$ cat config.mk
export PLATFORM = sky130hd
export DESIGN_NAME = sun_pll_lock_ctrl
export DESIGN_NICKNAME = d
export VERILOG_FILES = /design/src/rtl/sun_pll_lock_ctrl.sv
export SDC_FILE = /design/constraint.sdc
export NUM_CORES = 1
export LEC_CHECK = 0
export ABC_AREA = 1
export CORE_MARGIN = 5
export CORE_UTILIZATION = 40
export DETAILED_ROUTE_END_ITERATION = 7
export GPL_TIMING_DRIVEN = 0
export SYNTH_ARGS = -nofsm -noshare
export SYNTH_HDL_FRONTEND = slang
export SYNTH_SLANG_ARGS = --single-unit
$ cat constraint.sdc
create_clock -name CK_REF -period 2.5 [get_ports CK_REF]
set_input_delay 0.5 -clock CK_REF [delete_from_list [all_inputs] [get_ports CK_REF]]
set_output_delay 0.5 -clock CK_REF [all_outputs]
set_load 0.01 [all_outputs]
$ cat src/rtl/sun_pll_lock_ctrl.sv
// sun_pll_lock_ctrl: start-up sequencer and lock monitor
// for the SUN_PLL charge-pump PLL (1.8 V domain).
module sun_pll_lock_ctrl #(
  parameter int T_BIAS   = 16,
  parameter int T_SETTLE = 256,
  parameter int WIN      = 512,
  parameter int EXP_CNT  = 16,
  parameter int TOL      = 1,
  parameter int N_GOOD   = 2,
  parameter int N_BAD    = 2,
  parameter int MAX_TRY  = 8
) (
  input  logic       CK_REF,
  input  logic       RST,
  input  logic       EN,
  input  logic       FB_DIV,
  output logic       PWRUP_BIAS,
  output logic       PWRUP_1V8,
  output logic       CK_EN,
  output logic       LOCK,
  output logic       LOCK_FAIL,
  output logic [2:0] STATE
);

  localparam int WW = $clog2(WIN);
  localparam int CW = $clog2(EXP_CNT + TOL + 2);
  localparam int NW = $clog2(MAX_TRY + N_GOOD + N_BAD + 1);

  typedef enum logic [2:0] {
    OFF     = 3'd0,
    BIAS    = 3'd1,
    RAMP    = 3'd2,
    MEASURE = 3'd3,
    LOCKED  = 3'd4,
    FAIL    = 3'd5
  } state_t;

  state_t        state_q, state_d;
  logic [15:0]   timer_q;
  logic [WW-1:0] win_q;
  logic [CW-1:0] ecnt_q, cnt_tot;
  logic [NW-1:0] good_q, bad_q, try_q;
  logic [2:0]    sync_q;
  logic          fb_rise, meas, win_end;
  logic          win_good, timer_zero;
  logic          bias_d, v18_d, cken_d;
  logic          lock_d, fail_d;

  // closing-window count includes an edge in the end cycle
  assign fb_rise    = sync_q[1] & ~sync_q[2];
  assign meas       = (state_q == MEASURE) ||
                      (state_q == LOCKED);
  assign win_end    = meas && (win_q == WW'(WIN - 1));
  assign cnt_tot    = (&ecnt_q) ? ecnt_q
                                : ecnt_q + CW'(fb_rise);
  assign win_good   = (cnt_tot >= CW'(EXP_CNT - TOL)) &&
                      (cnt_tot <= CW'(EXP_CNT + TOL));
  assign timer_zero = (timer_q == '0);

  // FB_DIV synchronizer plus edge-detect flop
  always_ff @(posedge CK_REF) begin
    if (RST) sync_q <= '0;
    else     sync_q <= {sync_q[1:0], FB_DIV};
  end

  // state register
  always_ff @(posedge CK_REF) begin
    if (RST) state_q <= OFF;
    else     state_q <= state_d;
  end

  // next-state logic; EN low wins from any state
  always_comb begin
    state_d = state_q;
    unique case (state_q)
      OFF:     state_d = BIAS;
      BIAS:    if (timer_zero) state_d = RAMP;
      RAMP:    if (timer_zero) state_d = MEASURE;
      MEASURE: begin
        if (win_end) begin
          if (win_good &&
              good_q == NW'(N_GOOD - 1))
            state_d = LOCKED;
          else if (!win_good &&
                   try_q == NW'(MAX_TRY - 1))
            state_d = FAIL;
        end
      end
      LOCKED: begin
        if (win_end && !win_good &&
            bad_q == NW'(N_BAD - 1))
          state_d = MEASURE;
      end
      FAIL:    state_d = FAIL;
      default: state_d = OFF;
    endcase
    if (!EN) state_d = OFF;
  end

  // output decode of the upcoming state
  always_comb begin
    bias_d = 1'b0;
    v18_d  = 1'b0;
    cken_d = 1'b0;
    lock_d = 1'b0;
    fail_d = 1'b0;
    unique case (state_d)
      BIAS: bias_d = 1'b1;
      RAMP, MEASURE: begin
        bias_d = 1'b1;
        v18_d  = 1'b1;
      end
      LOCKED: begin
        bias_d = 1'b1;
        v18_d  = 1'b1;
        cken_d = 1'b1;
        lock_d = 1'b1;
      end
      FAIL: begin
        bias_d = 1'b1;
        fail_d = 1'b1;
      end
      default: ;
    endcase
  end

  // registered outputs, aligned with state_q
  always_ff @(posedge CK_REF) begin
    if (RST) begin
      PWRUP_BIAS <= 1'b0;
      PWRUP_1V8  <= 1'b0;
      CK_EN      <= 1'b0;
      LOCK       <= 1'b0;
      LOCK_FAIL  <= 1'b0;
      STATE      <= 3'd0;
    end else begin
      PWRUP_BIAS <= bias_d;
      PWRUP_1V8  <= v18_d;
      CK_EN      <= cken_d;
      LOCK       <= lock_d;
      LOCK_FAIL  <= fail_d;
      STATE      <= state_d;
    end
  end

  // timer, window, edge and verdict counters
  always_ff @(posedge CK_REF) begin
    if (RST || state_d == OFF) begin
      timer_q <= '0;
      win_q   <= '0;
      ecnt_q  <= '0;
      good_q  <= '0;
      bad_q   <= '0;
      try_q   <= '0;
    end else begin
      if (state_q != BIAS && state_d == BIAS)
        timer_q <= 16'(T_BIAS - 1);
      else if (state_q == BIAS && state_d == RAMP)
        timer_q <= 16'(T_SETTLE - 1);
      else if (!timer_zero)
        timer_q <= timer_q - 16'd1;

      if (!meas || win_end) begin
        win_q  <= '0;
        ecnt_q <= '0;
      end else begin
        win_q  <= win_q + WW'(1);
        ecnt_q <= cnt_tot;
      end

      if (state_q == RAMP) begin
        good_q <= '0;
        bad_q  <= '0;
        try_q  <= '0;
      end else if (win_end) begin
        if (state_q == MEASURE) begin
          bad_q <= '0;
          if (win_good) begin
            good_q <= good_q + NW'(1);
          end else begin
            good_q <= '0;
            try_q  <= try_q + NW'(1);
          end
        end else if (state_d == MEASURE) begin
          good_q <= '0;
          bad_q  <= '0;
          try_q  <= '0;
        end else if (win_good) begin
          bad_q <= '0;
        end else begin
          bad_q <= bad_q + NW'(1);
        end
      end
    end
  end

endmodule

Word-level counts from Yosys, hierarchy flattened --
Cells that the tools add are included.
Word-level totals: flip-flop bits (word level) 52, latch bits 0, bits in writable memories 0, ROM bits 0, bits of input ports 4, output and inout bits 8, word-level logic and storage cells 92, memories kept 0
Cells by class: $add $sub $neg 6, multiply operators 0, div/mod/pow operators 0, order comparisons 2, equal/unequal tests 18, shift-type cells 0, muxes and demuxes 24, bitwise logic cells 2, reductions and logical operators 26
Operators with widths (number):
- 4-bit 2-to-1 mux | 9
- 3-bit 2-to-1 mux | 7
- 3-bit one-hot mux with 6 select lines | 1
- 16-bit logical NOT | 1
- 8-bit 2-to-1 mux | 2
- 16-bit by 1-bit subtractor with 16-bit output, second input constant | 1
- 4-bit by 1-bit adder with 4-bit output, second input constant | 3
- 3-bit by 2-bit equality test with 1-bit output, second input constant | 4
- 3-bit equality test, second input constant | 4
- 9-bit by 1-bit adder with 9-bit output, second input constant | 1
- 9-bit equality test, second input constant | 1
- 4-bit by 1-bit equality test with 1-bit output, second input constant | 2
- 1-bit logical AND | 8
- 3-bit by 1-bit equality test with 1-bit output, second input constant | 2
- 3-bit logical NOT | 2
- 3-bit by 1-bit != test with 1-bit output, second input constant | 2
- 2-bit OR reduction | 3
- 3-bit OR reduction | 2
- 5-bit by 1-bit adder with 5-bit output | 1
- 5-bit by 4-bit >= comparator with 1-bit output, second input constant | 1
- 5-bit less-or-equal comparator, second input constant | 1
- 5-bit 2-to-1 mux | 1
- 5-bit AND reduction | 1
- 5-bit OR reduction | 1
- other kinds (11) | 17

Logic depth before layout (Yosys ltp) --
Gate-level depths: netlist (run 1).
word-level depth 17, gate-level depth with buffers 20, depth with buffers taken out 20

Worst setup path before layout (run 1) --
Ideal clock, no wire load.
path type register -> register, from reg win_q[0], to reg timer_q[15], library setup time 0.117 ns, data arrival time 2.082 ns, data required time 2.383 ns, slack 0.302 ns, cell stages (with the launch flop) 16, buffers on the path 0, period minus slack after synthesis 2.198 ns, cells stage by stage dfxtp_1 > ha_1 > nand2_1 > inv_1 > nand2_1 > nor3_1 > ha_1 > inv_1 > nor2_8 > inv_2 > nor2_2 > nand2_1 > a21oi_4 > nand3b_4 > nand3_4 > nor2_2
Between the ends: cells in the longest elaborated chain, start to end 10, elaborated cells between the ends (all ways) 15, classes of those cells eq/ne: 3; mux: 4; reduce/logical: 8
RTL lines:
- from (decl) | line 40 | logic [WW-1:0] win_q;
- from (signal assigned) | line 167 | win_q <= win_q + WW'(1);
- 9-bit equality test * | line 53 | assign win_end = meas && (win_q == WW'(WIN - 1));
- 1-bit logical AND * | line 53
- 1-bit logical AND (2 in series) | line 90 | if (win_end && !win_good &&
- 3-bit 2-to-1 mux | line 90
- 3-bit one-hot mux with 6 select lines * | line 75 | unique case (state_q)
- 3-bit 2-to-1 mux * | line 97 | if (!EN) state_d = OFF;
- 3-bit by 1-bit equality test with 1-bit output, or another cell as far along | line 156 | if (state_q != BIAS && state_d == BIAS)
- 1-bit logical AND, or another cell as far along | line 156
- 3-bit OR reduction (no line) *
- to (signal assigned) | line 157 | timer_q <= 16'(T_BIAS - 1);
- to (signal assigned) | line 159 | timer_q <= 16'(T_SETTLE - 1);
- to (signal assigned) | line 161 | timer_q <= timer_q - 16'd1;
- to (decl) | line 39 | logic [15:0] timer_q;
Mark *: on every way between the ends. The rest lies on a longest branch, timed or not. A chain may end at the register's enable or synchronous reset.

Final worst setup path (run 1) --
from reg sync_q[1], to reg try_q[3]
Between the ends: cells in the longest elaborated chain, start to end 15, elaborated cells between the ends (all ways) 24, classes of those cells add/sub: 1; order compare: 2; eq/ne: 2; mux: 7; bitwise: 1; reduce/logical: 11
RTL lines:
- from (decl) | line 43 | logic [2:0] sync_q;
- from (signal assigned) | line 63 | else sync_q <= {sync_q[1:0], FB_DIV};
- 1-bit bitwise AND * | line 50 | assign fb_rise = sync_q[1] & ~sync_q[2];
- 5-bit by 1-bit adder with 5-bit output * | line 55 | : ecnt_q + CW'(fb_rise);
- 5-bit 2-to-1 mux * | line 54 | assign cnt_tot = (&ecnt_q) ? ecnt_q
- 5-bit by 4-bit >= comparator with 1-bit output or 5-bit less-or-equal comparator (tied branches) | line 56, 57
- 1-bit logical AND * | line 56 | assign win_good = (cnt_tot >= CW'(EXP_CNT - TOL)) &&
- 1-bit logical NOT | line 84, 90
- 1-bit logical AND | line 84 | else if (!win_good &&
- 3-bit 2-to-1 mux | line 84
- 3-bit 2-to-1 mux | line 81 | if (win_good &&
- 3-bit 2-to-1 mux | line 80 | if (win_end) begin
- 3-bit one-hot mux with 6 select lines | line 75
- 3-bit 2-to-1 mux | line 97
- 3-bit by 2-bit equality test with 1-bit output or 3-bit logical NOT (tied branches) | line 184, 148
- 2-bit nonzero test (no line) or 1-bit logical OR (tied branches)
- 3-bit AND reduction (no line) or 2-bit OR reduction (tied branches)
- to (signal assigned) | line 182 | try_q <= try_q + NW'(1);
- to (decl) | line 42 | logic [NW-1:0] good_q, bad_q, try_q;
Marked as above.

==> run summary, run 1 <==
number of global-route vias before repair: 2230
Seq cells post-synth: 52
Reg clk slew, reported paths: 0.08 ns
CP required: 2.69 ns
Vias/cell: 4.73
Worst R2R Setup Slack: 0.14 ns
Vias: 2305
routed wire length: 5.41 mm
sequential element share of the synthesized area: 36.7%
Final #Nets: 407
top cells by area, synth: dfxtp_1 (37%), nand2_1 (8.2%), inv_1 (6.1%)
average wire per standard cell: 11.1 um
worst skew pair latency: 0.30 ns
leakage: 1.42 nW
Initial DRT Pass Iterations: 4
R2R depth: 17
worst path bufs/invs: 1
Die Y-Extent: 94.2 um
die area: 8880 um^2
CP top delay family: simple AND/OR/NAND/NOR gates
initial antenna violation count: 0
Setup Crit Path Kind: reg2reg
row count: 30
Net Count, Synth: 383
number of setup violations in the final report: 0
Remaining DRCs: 0
Hold Path Origin: sync_q[0]$_SDFF_PP0_
CTS tree: yes
Hold Crit Class: reg2reg
Slew Limit Headroom: 63.2%
status: finished clean
VDD IR-drop max: 0.526 mV
die width: 94.2 um
Post-Syn Instances: 369
antenna cells: 0
worst slew pin tran: 0.548 ns
most frequent cells in the layout: nand2_1 (58), dfxtp_1 (50), inv_1 (43)
DR iter-0 viols: 75
CP dominant cell by count: nand3_4
CTS Buffer Depth: 2
Yosys warnings: 0
GRT Util Overall: 13.3%
I/O pin cnt: 12
area leader, netlist: dfxtp_1
CP max-delay cell: dfxtp_1
Distinct cells, synth: 43
I/O Buffers: 10
Detail Route Antenna Nets: 0
CTS H-Tree Depth: 2
CTS buffer count: 5
CP Max Fanout: 7
Area Growth Syn to Fin: 18.2%
CP arrival: 2.55 ns
RePlAce Congestion: 0.728
largest net degree at the start of global routing: 14
pwr dens: 924 nW/um^2
final worst slack: 0.138 ns
max-slew violations: 0
clk sinks: 52
hpwl dp: 3.97 mm
max cap viols: 0
Post-Syn Area: 2840 um^2
Initial Utilization: 41.3%
final hold slack: 0.404 ns
Core Box Area: 6870 um^2
pre-CTS WS: -0.123 ns
most common cell after layout, fill and taps aside: nand2_1
first-pass GRT wire length: 9.56 mm
critical path endpoint category: flop
Setup Skew: 0.00447 ns
Peak Freq: 423 MHz
Tmin final: 2.36 ns
GRT Residual Overflow: 0
CP cell instances: inv_2, nor2_4, ha_4, ha_4, nand3_2, nand2_1, nand2_2, nand3_2, nor2_1, nor2_2, nand4_2, nand3_4, nand3_4, nand2_8, nand3_4, nand2_1, a21oi_2
hold endpoint: sync_q[1]$_SDFF_PP0_
top-area cell type share of the netlist area: 36.7%
startpoint types: flop
Slowest Stage Delay on Critical Path: 0.33 ns
FF-to-FF Start: sync_q[1]$_SDFF_PP0_
share of cells above drive strength 1: 23.0%
syn avg cell area: 7.69 um^2
Final period util: 94.5%
TNS Setup: 0 ns
CTS root buffer: clkbuf_8
final-report hold violation count: 0
Worst Hold Path Cells: 2
reg-to-reg endpoint: try_q[3]$_SDFFE_PP0P_
state kept, by name (all words and copies together), names as in the netlist:
signal / count
LOCK: 1
LOCK_FAIL: 1
PWRUP_1V8: 1
PWRUP_BIAS: 1
STATE: 3
bad_q: 4
ecnt_q: 5
good_q: 4
sync_q: 3
timer_q: 16
try_q: 4
win_q: 9
final cells by class:
class,count,area (um^2)
fillers,671,3510
multi-input cells,259,1730
flip-flops and latches,52,1040
inverters,53,199
repair buffers,18,160
well taps,96,120
clock buffers,5,68.8
plain buffers,4,33.8
tightest hold or removal path, stage by stage (launching register included):
cell and delay, ns:
dfxtp_1 0.30, inv_1 0.04, nor2_1 0.03
worst max path at each step:
stage | end | from | cells after the start | slack (ns)
after CTS | timer_q[11]$_SDFFE_PP0N_ | sync_q[1]$_SDFF_PP0_ | 16 | 0.009
final | try_q[3]$_SDFFE_PP0P_ | sync_q[1]$_SDFF_PP0_ | 17 | 0.14
after detailed placement | win_q[7]$_SDFF_PP0_ | EN | 8 | -0.12
after global placement | win_q[6]$_SDFF_PP0_ | EN | 8 | -0.11
after floorplan | timer_q[15]$_SDFFE_PP0N_ | win_q[0]$_SDFF_PP0_ | 15 | 0.30
after global routing | try_q[3]$_SDFFE_PP0P_ | sync_q[1]$_SDFF_PP0_ | 17 | -0.04
cell families after synthesis:
family / after synthesis / synth area share [%]
compound gates: 37 / 7.89
xor+xnor: 17 / 5.51
fa+ha+maj: 10 / 4.41
buf+inv: 58 / 8.33
flops: 52 / 36.7
simple gates: 195 / 37.2
Yosys cell counts (all sizes together):
master	count
clkinv	3
nand4	10
nor4	2
clkbuf	2
or2	2
and3b	1
o211ai	1
nand2	75
inv	50
o21a	1
nand3b	3
a21oi	20
nor3b	4
or4	2
a31oi	4
o21bai	1
o21ai	8
ha	10
xnor2	3
xor2	14
nor3	9
o22ai	2
buf	3
dfxtp	52
nand3	30
nor2	57
through the flow:
step	total power, mW	cells	utilization (%)	instance area (um^2)
finish	3.10	487	48.9	3360
global route	3.36	487	48.9	3360
CTS	3.08	483	46.4	3190
detailed placement	2.61	475	44.5	3060
global placement	2.60	475	44.5	3060
floorplan	2.34	369	-	2840
routing by layer:
metal	vias up	GRT usage, %	wire (um)
met1	1042	16.1	2640
met3	8	2.32	140
met5	-	0	0
li1	1233	-	-
met2	22	23.5	2540
met4	0	4.45	96
report_power, final:
group	switching, mW	total [mW]	leakage [nW]	internal, mW
clock network	0.245	0.426	0.0359	0.181
registers	0.0926	1.05	0.422	0.953
logic	1.03	1.63	0.960	0.606
total	1.36	3.10	1.42	1.74
timing repair:
item,in CTS,in global routing
hold buffers,0,0
buffers inserted,3,5
pin swaps,7,18
resized for setup,7,30
setup endpoints to repair,27,32
Note: power is estimated with default switching activity, not from simulation.
==> inputs of run 2 (changes only) <==
--- a/config.mk
+++ b/config.mk
@@ -8,6 +8,7 @@
 export ABC_AREA = 1
 export CORE_MARGIN = 5
 export CORE_UTILIZATION = 40
+export CTS_BUF_LIST = sky130_fd_sc_hd__clkbuf_2
 export DETAILED_ROUTE_END_ITERATION = 7
 export GPL_TIMING_DRIVEN = 0
 export SYNTH_ARGS = -nofsm -noshare
==> run 2 against run 1 <==
Effect of this change:
- power down 4.1%
- sequential share of layout area shrank 0.44 points
- sequential power about the same
- critical path depth is 1 lower
- largest cell class unchanged
==> run summary, run 2 (synthesis results as in run 1) <==
CP arrival: 2.72 ns (was 2.55 ns)
CTS root buffer: clkbuf_2 (was clkbuf_8)
average wire per standard cell: 11.5 um (was 11.1 um)
Initial Utilization: 41.3% (unchanged)
leakage: 1.45 nW (was 1.42 nW)
Highest Signal Layer: met4 (unchanged)
final worst slack: 0.121 ns (was 0.138 ns)
WL met2: 2.64 mm (was 2.54 mm)
worst slew pin tran: 0.550 ns (was 0.548 ns)
CP top delay family: simple AND/OR/NAND/NOR gates (unchanged)
max cap viols: 0 (unchanged)
most frequent cells in the layout: nand2_1 (57), dfxtp_1 (49), inv_1 (41) (was nand2_1 (58), dfxtp_1 (50), inv_1 (43))
row count: 30 (unchanged)
reg-to-reg endpoint: try_q[0]$_SDFFE_PP0P_ (was try_q[3]$_SDFFE_PP0P_)
initial antenna violation count: 0 (unchanged)
Worst R2R Setup Slack: 0.12 ns (was 0.14 ns)
CP max-delay cell: dfxtp_2 (was dfxtp_1)
I/O pin cnt: 12 (unchanged)
largest net degree at the start of global routing: 14 (unchanged)
Peak Freq: 420 MHz (was 423 MHz)
I/O Buffers: 10 (unchanged)
DR iter-0 viols: 65 (was 75)
CTS buffer count: 5 (unchanged)
Setup Skew: 0.0130 ns (was 0.00447 ns)
final-report hold violation count: 0 (unchanged)
Design Power: 2.98 mW (was 3.10 mW)
Tmin final: 2.38 ns (was 2.36 ns)
Slowest Stage Delay on Critical Path: 0.41 ns (was 0.33 ns)
first-pass GRT wire length: 9.60 mm (was 9.56 mm)
die area: 8880 um^2 (unchanged)
final hold slack: 0.400 ns (was 0.404 ns)
die width: 94.2 um (unchanged)
CP dominant cell by count: nand3_4 (unchanged)
Remaining DRCs: 0 (unchanged)
routed length on met3: 200 um (was 140 um)
pwr dens: 873 nW/um^2 (was 924 nW/um^2)
CP required: 2.84 ns (was 2.69 ns)
Die Y-Extent: 94.2 um (unchanged)
startpoint types: flop (unchanged)
worst skew pair latency: 0.42 ns (was 0.30 ns)
Worst Hold Path Cells: 2 (unchanged)
Slew Limit Headroom: 63.0% (was 63.2%)
Area Growth Syn to Fin: 20.1% (was 18.2%)
CP Max Fanout: 7 (unchanged)
worst path bufs/invs: 3 (was 1)
number of setup violations in the final report: 0 (unchanged)
VDD IR-drop max: 0.516 mV (was 0.526 mV)
Reg clk slew, reported paths: 0.23 ns (was 0.08 ns)
metal1 wirelength: 2.71 mm (was 2.64 mm)
hpwl dp: 3.97 mm (unchanged)
critical path endpoint category: flop (unchanged)
most common cell after layout, fill and taps aside: nand2_1 (unchanged)
CTS H-Tree Depth: 2 (unchanged)
CP startpoint: win_q[0]$_SDFF_PP0_ (was sync_q[1]$_SDFF_PP0_)
Hold Crit Class: in2reg (was reg2reg)
status: finished clean (unchanged)
final core area utilization: 49.6% (was 48.9%)
Final #Nets: 410 (was 407)
Final period util: 95.1% (was 94.5%)
Core Box Area: 6870 um^2 (unchanged)
Regs by FF count: timer_q: 16 flops, win_q: 9 flops, ecnt_q: 5 flops (unchanged)
Detail Route Antenna Nets: 0 (unchanged)
share of cells above drive strength 1: 25.1% (was 23.0%)
antenna cells: 0 (unchanged)
number of flip-flops in the largest register: 16 (unchanged)
Largest Register: timer_q (unchanged)
CP cell instances: ha_4, nand2_1, inv_2, nand2_4, nor3_4, ha_2, inv_2, nor2_8, buf_12, nand4_4, nand3_4, nand3_4, nand2_8, nand3_4, nand2_1, a21oi_1 (was inv_2, nor2_4, ha_4, ha_4, nand3_2, nand2_1, nand2_2, nand3_2, nor2_1, nor2_2, nand4_2, nand3_4, nand3_4, nand2_8, nand3_4, nand2_1, a21oi_2)
Setup Crit Path Kind: reg2reg (unchanged)
pre-CTS WS: -0.123 ns (unchanged)
GRT Util Overall: 13.4% (was 13.3%)
Initial DRT Pass Iterations: 4 (unchanged)
number of global-route vias before repair: 2235 (was 2230)
CTS Buffer Depth: 2 (unchanged)
clk sinks: 52 (unchanged)
routed wire length: 5.65 mm (was 5.41 mm)
Vias: 2349 (was 2305)
Hold Path Origin: RST (was sync_q[0]$_SDFF_PP0_)
GRT Residual Overflow: 0 (unchanged)
CTS tree: yes (unchanged)
RePlAce Congestion: 0.728 (unchanged)
R2R depth: 16 (was 17)
FF-to-FF Start: win_q[0]$_SDFF_PP0_ (was sync_q[1]$_SDFF_PP0_)
Vias/cell: 4.79 (was 4.73)
hold endpoint: sync_q[1]$_SDFF_PP0_ (unchanged)
max-slew violations: 0 (unchanged)
==> run 2: report_power, final <==
part	switching [mW]	internal [mW]	leakage, nW	total (mW)
sequential	0.0922	0.954	0.423	1.05
clock	0.238	0.0534	0.0208	0.291
combinational	1.03	0.611	1.01	1.64
==> run 2: layout make-up <==
| class | count | area [um^2] |
|---|---|---|
| fill | 665 | 3460 |
| multi-input combinational | 259 | 1790 |
| sequential | 52 | 1040 |
| inverter | 53 | 201 |
| timing repair buffer | 20 | 188 |
| tap | 96 | 120 |
| buffer | 5 | 37.5 |
| clock buffer | 5 | 25.0 |
==> run 2: how the worst max path moves through the flow <==
stage	endpoint	slack, ns	cells past startpoint
after CTS	timer_q[11]$_SDFFE_PP0N_	0.002	16
after global routing	try_q[0]$_SDFFE_PP0P_	-0.01	16
final	try_q[0]$_SDFFE_PP0P_	0.12	16
after detailed placement	win_q[7]$_SDFF_PP0_	-0.12	8
after global placement	win_q[6]$_SDFF_PP0_	-0.11	8
after floorplan	timer_q[15]$_SDFFE_PP0N_	0.30	15
==> run 2: layer usage <==
layer  up-vias  global-route usage [%]
li1       1241                       -
met1      1069                    16.1
met2        31                    23.4
met3         8                    2.80
met4         0                    4.81
met5         -                       0
==> run 2: metrics by stage <==
step / TNS, ns / area [um^2] / cells
3_3_place_gp: -2.07 / 3060 / 475
4_1_cts: 0 / 3160 / 484
6_report: 0 / 3410 / 490
2_1_floorplan: 0 / 2840 / 369
3_5_place_dp: -2.64 / 3060 / 475
5_1_grt: -0.0279 / 3410 / 490
==> run 2: repair_timing <==
action                                  4_1_cts  5_1_grt
hold buffers                                  0        0
pin swaps                                     8       18
endpoints found under the hold margin         0        0
setup buffers                                 4        7
resized for setup                             9       44
endpoints found under the setup margin       27       32
==> inputs of run 3 (changes only) <==
--- a/config.mk
+++ b/config.mk
@@ -11,6 +11,7 @@
 export CTS_BUF_LIST = sky130_fd_sc_hd__clkbuf_2
 export DETAILED_ROUTE_END_ITERATION = 7
 export GPL_TIMING_DRIVEN = 0
+export SLEW_MARGIN = 30
 export SYNTH_ARGS = -nofsm -noshare
 export SYNTH_HDL_FRONTEND = slang
 export SYNTH_SLANG_ARGS = --single-unit
==> results of run 3 <==
The final DEF is identical to that of run 2; final timing and power are the same.
